`src/rtl/up_down_cnt_pkg.sv`:
```
// Shared width and count type for the up/down counter and anything that
// consumes its output.
package up_down_cnt_pkg;

    localparam int CNT_WIDTH = 4;

    typedef logic [CNT_WIDTH-1:0] cnt_t;

endpackage

```
`src/rtl/up_down_cnt.sv`:
```
// Wrapping binary up/down counter with enable and parallel load; the count
// output is a register with no combinational path from the inputs.
module up_down_cnt
    import up_down_cnt_pkg::*;
#(
    parameter int WIDTH = CNT_WIDTH
) (
    input  logic             clk,
    input  logic             rst,
    input  logic             en,
    input  logic             up,
    input  logic             load,
    input  logic [WIDTH-1:0] count_in,
    output logic [WIDTH-1:0] count
);

    logic [WIDTH-1:0] count_next;

    // Load beats counting; both directions wrap naturally at WIDTH bits.
    always_comb begin
        count_next = count;
        if (load) begin
            count_next = count_in;
        end else if (en) begin
            if (up) begin
                count_next = count + WIDTH'(1);
            end else begin
                count_next = count - WIDTH'(1);
            end
        end
    end

    always_ff @(posedge clk or negedge rst) begin
        if (!rst) begin
            count <= '0;
        end else begin
            count <= count_next;
        end
    end

endmodule

```
`config.mk`:
```
export PLATFORM = sky130hd
export DESIGN_NAME = up_down_cnt
export DESIGN_NICKNAME = d
export VERILOG_FILES = /design/src/rtl/up_down_cnt_pkg.sv /design/src/rtl/up_down_cnt.sv
export SDC_FILE = /design/constraint.sdc
export NUM_CORES = 1
export LEC_CHECK = 0
export BUFFER_PORTS_ARGS = -buffer_cell sky130_fd_sc_hd__buf_2
export CORE_AREA = 2 2 39 41
export DETAILED_ROUTE_END_ITERATION = 10
export DIE_AREA = 0 0 41 43
export HOLD_SLACK_MARGIN = 0.03
export REMOVE_ABC_BUFFERS = 1
export SYNTH_ARGS = -nofsm -noshare
export SYNTH_HDL_FRONTEND = slang
export SYNTH_SLANG_ARGS = --single-unit
```
`constraint.sdc`:
```
create_clock -name clk -period 3.6 [get_ports clk]
set_input_delay 0.18 -clock clk [delete_from_list [all_inputs] [get_ports clk]]
set_output_delay 0.18 -clock clk [all_outputs]
set_load 0.05 [all_outputs]
```
# After elaboration in Yosys (flattened, before gate mapping)
# Cells that the tools add are included.
# totals
ff_bits	4
latch_bits	0
ram_bits	0
romBits	0
inputBits	9
out_inout_bits	4
memories	0
# op_classes
add_sub_neg	2
mul	0
n_div	0
order_cmp	0
eq_ne	0
shifts	0
mux	3
bitwise_logic	0
reduce_logical	1
# ops
op	count
4-bit 2-to-1 mux	3
4-bit by 1-bit adder with 4-bit output (second input constant)	1
4-bit by 1-bit subtractor with 4-bit output (second input constant)	1
2-bit nonzero test	1

# Logic depth before layout (Yosys ltp)
# Gate-level depths: netlist (run 1).
# logic_depth
depth_word	4
mapped_depth	5
ltp_nobuf	5

# Least setup slack after synthesis (run 1)
# Ideal clock, no wire load.
# synth_timing
path_type	register to register
startpoint	register count[1]
endpoint	register count[3]
setup_time_ps	70
arrival_ps	1535
required_ps	3530
path_slack_ps	1996
path_stages_with_launch	5
cell_sequence	dfrtp_1 > ha_1 > a21o_1 > a221o_1 > nand3_1
# synth_between
elab_chain_cells	4
# synth_lines
element	line_no	text
start: declaration	up_down_cnt.sv:14	output logic [WIDTH-1:0] count
start signal: assignment	up_down_cnt.sv:37	count <= count_next;
4-bit by 1-bit subtractor with 4-bit output / 4-bit by 1-bit adder with 4-bit output (equally long branches)	up_down_cnt.sv:28, up_down_cnt.sv:26	
4-bit 2-to-1 mux *	up_down_cnt.sv:25	if (up) begin
4-bit 2-to-1 mux *	up_down_cnt.sv:24	end else if (en) begin
4-bit 2-to-1 mux *	up_down_cnt.sv:22	if (load) begin
# Every way passes the cells marked *; elsewhere a longest branch is shown, timed or not. The select of a mux whose other input is x is not followed.
# A chain may end at the register's enable or synchronous reset.

# Worst setup path in the final report (run 1)
# Same ends and word-level chain as after synthesis.

==> results of run 1 <==
-- per-stage QoR --
step / setup slack [ns] / hold WS, ns
after CTS: 2.20 / 0.143
after floorplan: 2.00 / -0.116
after global routing: 2.16 / 0.172
after global placement: 2.24 / -0.00924
final: 2.22 / 0.148
after detailed placement: 2.20 / -0.00987
-- Yosys cell counts --
library cell  n  area, sq um
nand3b_1      1         7.51
a21oi_1       1         5.00
xnor2_1       1         8.76
mux2i_1       2         20.0
nor3b_1       1         7.51
xor2_1        1         8.76
o21ai_0       3         15.0
nor4bb_1      1         10.0
a21o_1        1         7.51
o2bb2ai_1     1         8.76
nand2_1       3         11.3
nand3_1       2         10.0
buf_4         1         7.51
clkbuf_1      1         3.75
ha_1          2         25.0
nor2_1        1         3.75
a22oi_1       1         7.51
inv_1         1         3.75
a221o_1       1         10.0
dfrtp_1       4          100
or4b_1        1         10.0
fa_1          1         20.0
-- final cells by class --
class	count	area (sq um)	area share (%)
multi-input cells	25	196	47.6
well taps	16	20.0	4.85
repair buffers	13	70.1	17.0
clock buffers	3	22.5	5.45
flip-flops and latches	4	100	24.2
inverters	1	3.75	0.909
-- worst max path at each step --
stage                               from                   end  cells past startpoint
global route        count[0]$_DFFE_PN0P_  count[2]$_DFFE_PN0P_                      4
global placement                      up  count[3]$_DFFE_PN0P_                      6
finish              count[1]$_DFFE_PN0P_  count[3]$_DFFE_PN0P_                      4
CTS                 count[1]$_DFFE_PN0P_  count[3]$_DFFE_PN0P_                      4
floorplan           count[1]$_DFFE_PN0P_  count[3]$_DFFE_PN0P_                      4
detailed placement                    up  count[3]$_DFFE_PN0P_                      6
-- metal layers --
layer  GRT usage, %  up-vias  routed length (um)  part of all wire, %
met5              0        -                   0                    0
met4           10.0        0                   7                  1.0
met3           1.57        2                  46                  6.6
met2           14.1       10                 374                   53
met1           11.1      136                 273                   39
li1               -      147                   -                    -
-- critical path, stage by stage (launching register included) --
cell and delay (ns):
dfrtp_1 0.41, ha_1 0.31, a21o_1 0.16, a221o_1 0.34
nand3_1 0.09
-- repair_timing --
| item | 4_1_cts | 5_1_grt |
|---|---|---|
| setup endpoints to repair | 0 | 0 |
| endpoints found under the hold margin | 4 | 0 |
| hold buffers | 1 | 0 |
-- cells in the final DEF (no fill, tap or decap), types with 2 or more instances in the layout --
| cell | n |
|---|---|
| buf_2 | 12 |
| dfrtp_1 | 4 |
| nand2_1 | 3 |
| o21ai_0 | 3 |
| clkbuf_4 | 3 |
| mux2i_1 | 2 |
| nand3_1 | 2 |
| ha_1 | 2 |
-- logic make-up after synthesis --
group	Yosys count	share of synthesized area, %
AND/OR/NAND/NOR	10	19.3
AO/OA/AOI/OAI	8	17.3
flip-flops	4	32.1
buffers and inverters	3	4.82
adder cells (fa/ha/maj)	3	14.5
XOR/XNOR	2	5.62
multiplexers	2	6.43
-- power by group --
part	total, mW	leakage (nW)	switching, mW	internal, mW
Combinational	0.0793	0.141	0.0507	0.0286
Sequential	0.0618	0.0480	0.00931	0.0525
Clock	0.0543	0.0138	0.0171	0.0372
Total	0.195	0.203	0.0772	0.118
==> flow_summary.ini, run 1 <==
[timing]
fin_tns_setup_ns = 0
fin_crit_ns = 1.38
finalHoldViolCount = 0
worst_slew_pin_slew_ns = 0.233
rsz0062_at_grt = false
clock_skew_ns = 0.0000910
fmax_ghz = 0.723
post-route-period-util_pct = 38.4
setup_viol = 0
max-slew-margin-rel_pct = 84.2
slew_viol_final = 0

[grt]
grt_max_degree = 13
grt_pass1_vias = 272
grt_usage_pct = 9.80
antenna_found_initial = 0
gr-total-overflow = 0
grt_pass1_wl_mm = 1.11

[worst_hold_path]
hp-class = primary input to flop
worstHoldPathCells = 3
min_from = count_in[2]
hold-path-endpoint = count[2]$_DFFE_PN0P_

[drt]
via_per_inst = 4.76
dr_total_vias = 295
dr.pass1.iters = 4
wire_per_inst_um = 11.3
routed_wl_um = 702
drcViolationCount = 0
drtIter0Drc = 7
detail-route-antenna-nets = 0

[synthesis]
synth-seq-cells = 4
seq_area_frac_synth_pct = 32.1
syn_area_sq_um = 312
ys_types = 22
ys.warnings.count = 0
syn_area_per_cell_sq_um = 9.74
syn_inst = 32

[final_layout]
nNetsFinal = 60
synthToLayoutAreaGrowth_pct = 32.5
fillerInstances = 149
post-route-util_pct = 29.8
diodes = 0
final_area_sq_um = 413
layoutNonFillerInstCount = 62
largest_register_ffs = 4
drive_gt1_share_pct = 32.6
top_regs = count: 4 flops
largest_register = count

[cts]
cts_tree = yes
cts_made_buffers = 3
clockBufferDepth = 2
clkLatencyLatePin_ns = 0.23
cts_setup_buffers = 0
cts_root_buffer = clkbuf_4
post_cts_resize_count = 0
clkTransAtPathRegs_ns = 0.04
htree_levels = 1
clock-sinks = 4

[worst_setup_path]
crit_required_ns = 3.76
worst-setup-path-type = flop to flop
r2r-end = count[3]$_DFFE_PN0P_
end_kind = flop
start_kind = flop
r2r_slack_ns = 2.22
r2r_cells = 4
worst_ep_arrival_time_ns = 1.55
r2r_start = count[1]$_DFFE_PN0P_
critPathMaxFanout = 4

[power_and_ir_drop]
ir_drop_mv = 0.209
p_per_area_mw_per_mm2 = 473
p_leak_nw = 0.203
finalPower_mw = 0.195

[floorplan]
rows = 14
ios = 13
die_x_um = 41
start_util_pct = 22.5
die_h_um = 43
die_area_sq_mm = 0.00176
core_area_sq_mm = 0.00138

[place]
place_area_sq_um = 380
placed_cells = 58
io_buffer_count = 12
place.gp.congestion = 0.782
dpl.hpwl_um = 548

[flow_run]
cap_violations = 0

[status]
status = completed
Power figures use the tool's default switching activity.
==> run 2: changes to the inputs <==
Clock period 3.6 ns to 1.25 ns, I/O delays scaled along.
==> flow_summary.ini, run 2 (synthesis results as in run 1) <==
[status]
status = finished, violations left
violations = negative setup slack

[timing]
worst_slew_pin_slew_ns = 0.230
rsz0062_at_grt = true
finalHoldViolCount = 0
fmax_ghz = 0.739
clock_skew_ns = 0.00260
fin_crit_ns = 1.35
setup_slack_ns = -0.103
setup_viol = 1
post-route-period-util_pct = 108
max-slew-margin-rel_pct = 84.5
hold_ws_ns = 0.0436
slew_viol_final = 0
fin_tns_setup_ns = -0.103

[worst_setup_path]
end_kind = flop
start_kind = flop
worst_ep_arrival_time_ns = 1.51
critPathMaxFanout = 3
r2r_cells = 4
worst-setup-path-type = flop to flop
crit_required_ns = 1.41

[cts]
htree_levels = 1
clock-sinks = 4
cts_tree = yes
clockBufferDepth = 2
cts_made_buffers = 3
cts_root_buffer = clkbuf_4
clkLatencyLatePin_ns = 0.23
clkTransAtPathRegs_ns = 0.04

[floorplan]
rows = 14
ios = 13
die_area_sq_mm = 0.00176
die_h_um = 43
die_x_um = 41
core_area_sq_mm = 0.00138
start_util_pct = 22.5

[place]
io_buffer_count = 12
dpl.hpwl_um = 611
place.gp.congestion = 0.776
place_area_sq_um = 425
dp_slack_ns = -0.0968
placed_cells = 64

[grt]
busiest_layer = met2
gr-total-overflow = 0
grtUsageMet1_pct = 9.51
antenna_found_initial = 0
grt_usage_pct = 10.0
grt_pass1_wl_mm = 1.15
grt_use_met3_pct = 2.09
grt_pass1_vias = 321
use_met2_pct = 15.6
grt_max_degree = 12

[final_layout]
fillerInstances = 147
multi_input_area_sq_um = 199
post-route-util_pct = 33.3
drive_gt1_share_pct = 42.3
layout_common_cells = buf_2, buf_4, dfrtp_1, nand2_1, clkbuf_4
regArea_sq_um = 100
diodes = 0
nNetsFinal = 66
top_regs = count: 4 flops
largest_register = count
largest_register_ffs = 4
final_common_cell = buf_2
final_area_sq_um = 460
layoutNonFillerInstCount = 68
synthToLayoutAreaGrowth_pct = 47.8

[drt]
dr.pass1.iters = 3
wire_per_inst_um = 10.5
drcViolationCount = 0
detail-route-antenna-nets = 0
via_per_inst = 4.50
dr_total_vias = 306
drtIter0Drc = 7
routed_wl_um = 711

[power_and_ir_drop]
p_leak_nw = 0.231
p_per_area_mw_per_mm2 = 1300
ir_drop_mv = 0.662
finalPower_mw = 0.599

[flow_run]
cap_violations = 0

[worst_hold_path]
hp-class = primary input to flop
worstHoldPathCells = 3
[run 2: final timing paths]
path | startpoint | to | slack, ns
worst max-delay path | count[1]$_DFFE_PN0P_ | count[3]$_DFFE_PN0P_ | -0.10
worst min-delay path | count_in[2] | count[2]$_DFFE_PN0P_ | 0.04
worst max register to register | count[1]$_DFFE_PN0P_ | count[3]$_DFFE_PN0P_ | -0.10
worst min register to register | count[3]$_DFFE_PN0P_ | count[3]$_DFFE_PN0P_ | 0.64
max in group asynchronous | rst | count[3]$_DFFE_PN0P_ | 0.96
min in group asynchronous | rst | count[0]$_DFFE_PN0P_ | 0.17
[run 2: layer usage]
| metal | part of all wire [%] | vias up |
|---|---|---|
| met4 | 0 | 0 |
| met5 | 0 | - |
| met3 | 5.1 | 0 |
| met1 | 40 | 138 |
| met2 | 55 | 8 |
| li1 | - | 160 |
[run 2: area by class of cell]
class / count / share of cell area, %
well taps: 16 / 4.35
multi-input cells: 25 / 43.2
clock buffers: 3 / 4.89
inverters: 1 / 0.815
flip-flops and latches: 4 / 21.7
repair buffers: 19 / 25.0
[run 2: critical path, cell delays in order (launching register included)]
cell and delay, ns:
dfrtp_1 0.40, ha_1 0.30, a21o_1 0.16, a221o_1 0.34
nand3_1 0.08
[run 2: what timing repair did]
| item | CTS | global route |
|---|---|---|
| resized for setup | 0 | 3 |
| cloned | 0 | 0 |
| setup endpoints to repair | 3 | 3 |
| hold endpoints to repair | 4 | 0 |
| hold buffers | 1 | 0 |
| buffers inserted | 0 | 0 |
[run 2: power breakdown]
group	internal [mW]	switching [mW]	total, mW	leakage [nW]
Clock	0.107	0.0467	0.154	0.0138
Combinational	0.114	0.165	0.278	0.169
Sequential	0.151	0.0154	0.167	0.0480
Total	0.372	0.227	0.599	0.231
==> run 3: changes to the inputs <==
Clock period 1.25 ns to 1.35 ns, I/O delays scaled along.
==> flow_summary.ini, run 3 (synthesis results as in run 1) <==
[timing]
fmax_ghz = 0.768
setup_viol = 0
slew_viol_final = 0
worst_slew_pin_slew_ns = 0.223
finalHoldViolCount = 0
hold_ws_ns = 0.0389
fin_crit_ns = 1.30
max-slew-margin-rel_pct = 84.9
post-route-period-util_pct = 96.5
clock_skew_ns = 0.00615
setup_slack_ns = 0.0478

[drt]
routed_wl_um = 793
drtIter0Drc = 3
dr_total_vias = 317
dr.pass1.iters = 4
via_per_inst = 4.80
detail-route-antenna-nets = 0
drcViolationCount = 0
wire_per_inst_um = 12.0

[cts]
cts_tree = yes
clockBufferDepth = 2
cts_root_buffer = clkbuf_4
cts_setup_buffers = 0
clock-sinks = 4
clkLatencyLatePin_ns = 0.24
clkTransAtPathRegs_ns = 0.04
htree_levels = 1
cts_made_buffers = 3

[final_layout]
largest_register_ffs = 4
fillerInstances = 153
final_common_cell = buf_2
diodes = 0
post-route-util_pct = 33.1
drive_gt1_share_pct = 42.0
final_area_sq_um = 458
top_regs = count: 4 flops
regArea_sq_um = 100
layout_common_cells = buf_2, dfrtp_1, buf_4, nand2_1, clkbuf_4
multi_input_area_sq_um = 211
nNetsFinal = 64
largest_register = count
synthToLayoutAreaGrowth_pct = 47.0

[power_and_ir_drop]
ir_drop_mv = 0.474
p_per_area_mw_per_mm2 = 1220
finalPower_mw = 0.560
p_leak_nw = 0.221

[worst_setup_path]
critPathMaxFanout = 4
crit_required_ns = 1.53
cpMaxStageDelayCell = dfrtp_1
end_kind = flop
critPathMaxStageDelay_ns = 0.44
path_cells = ha_4, a21o_1, a221o_1, nand3_1
worst-setup-path-type = flop to flop
start_kind = flop
worst_ep_arrival_time_ns = 1.48

[floorplan]
die_area_sq_mm = 0.00176
die_h_um = 43
start_util_pct = 22.5
rows = 14
core_area_sq_mm = 0.00138
ios = 13
die_x_um = 41

[flow_run]
cap_violations = 0

[grt]
grt_usage_pct = 10.5
grt_pass1_wl_mm = 1.17
grt_pass1_vias = 287
gr-total-overflow = 0
grt_max_degree = 12
antenna_found_initial = 0

[place]
place_area_sq_um = 410
place.gp.congestion = 0.755
dp_slack_ns = 0.00307
io_buffer_count = 12

[status]
status = completed

[worst_hold_path]
hp-class = primary input to flop
run 3: critical path, delay by kind of cell (launching register included):
kind	cells	cell delay [ns]
AOI/OAI and AO/OA	2	0.49
DFF	1	0.44
and+or+nand+nor	1	0.08
adders and majority gates	1	0.24
run 3: layout make-up:
type / instances / area share (%)
clock buffers: 3 / 4.92
inverters: 1 / 0.820
multi-input cells: 25 / 46.2
flip-flops and latches: 4 / 21.9
well taps: 16 / 4.37
repair buffers: 17 / 21.9
run 3: metrics by stage:
step                std cells  TNS, ns
floorplan                  30   -0.590
global placement           62        0
CTS                        66        0
global route               66  -0.0440
finish                     66        0
detailed placement         62        0
run 3: final timing paths:
| kind | startpoint | to | slack (ns) | depth (start not counted) |
|---|---|---|---|---|
| max in group asynchronous | rst | count[1]$_DFFE_PN0P_ | 1.05 | 2 |
| min reg2reg | count[2]$_DFFE_PN0P_ | count[2]$_DFFE_PN0P_ | 0.60 | 2 |
| max reg2reg | count[1]$_DFFE_PN0P_ | count[3]$_DFFE_PN0P_ | 0.05 | 4 |
| max | count[1]$_DFFE_PN0P_ | count[3]$_DFFE_PN0P_ | 0.05 | 4 |
| min in group asynchronous | rst | count[2]$_DFFE_PN0P_ | 0.17 | 2 |
| min | count_in[1] | count[1]$_DFFE_PN0P_ | 0.04 | 3 |
run 3: layer usage:
layer  vias to the layer above  part of all wire [%]  GRT usage, %
met2                        13                    49          14.1
met4                         0                   3.0          8.00
met1                       148                    42          13.5
li1                        154                     -             -
met5                         -                     0             0
met3                         2                   6.2          3.14
run 3: what timing repair did:
item                       in CTS  in global routing
gates resized for setup         0                  3
setup endpoints to repair       0                  2
hold endpoints to repair        4                  0
hold buffers                    1                  0
run 3: power breakdown:
group	leakage (nW)	internal [mW]	total, mW	switching [mW]
clock	0.0138	0.0996	0.152	0.0521
sequential	0.0480	0.140	0.160	0.0203
combinational	0.159	0.0988	0.248	0.149
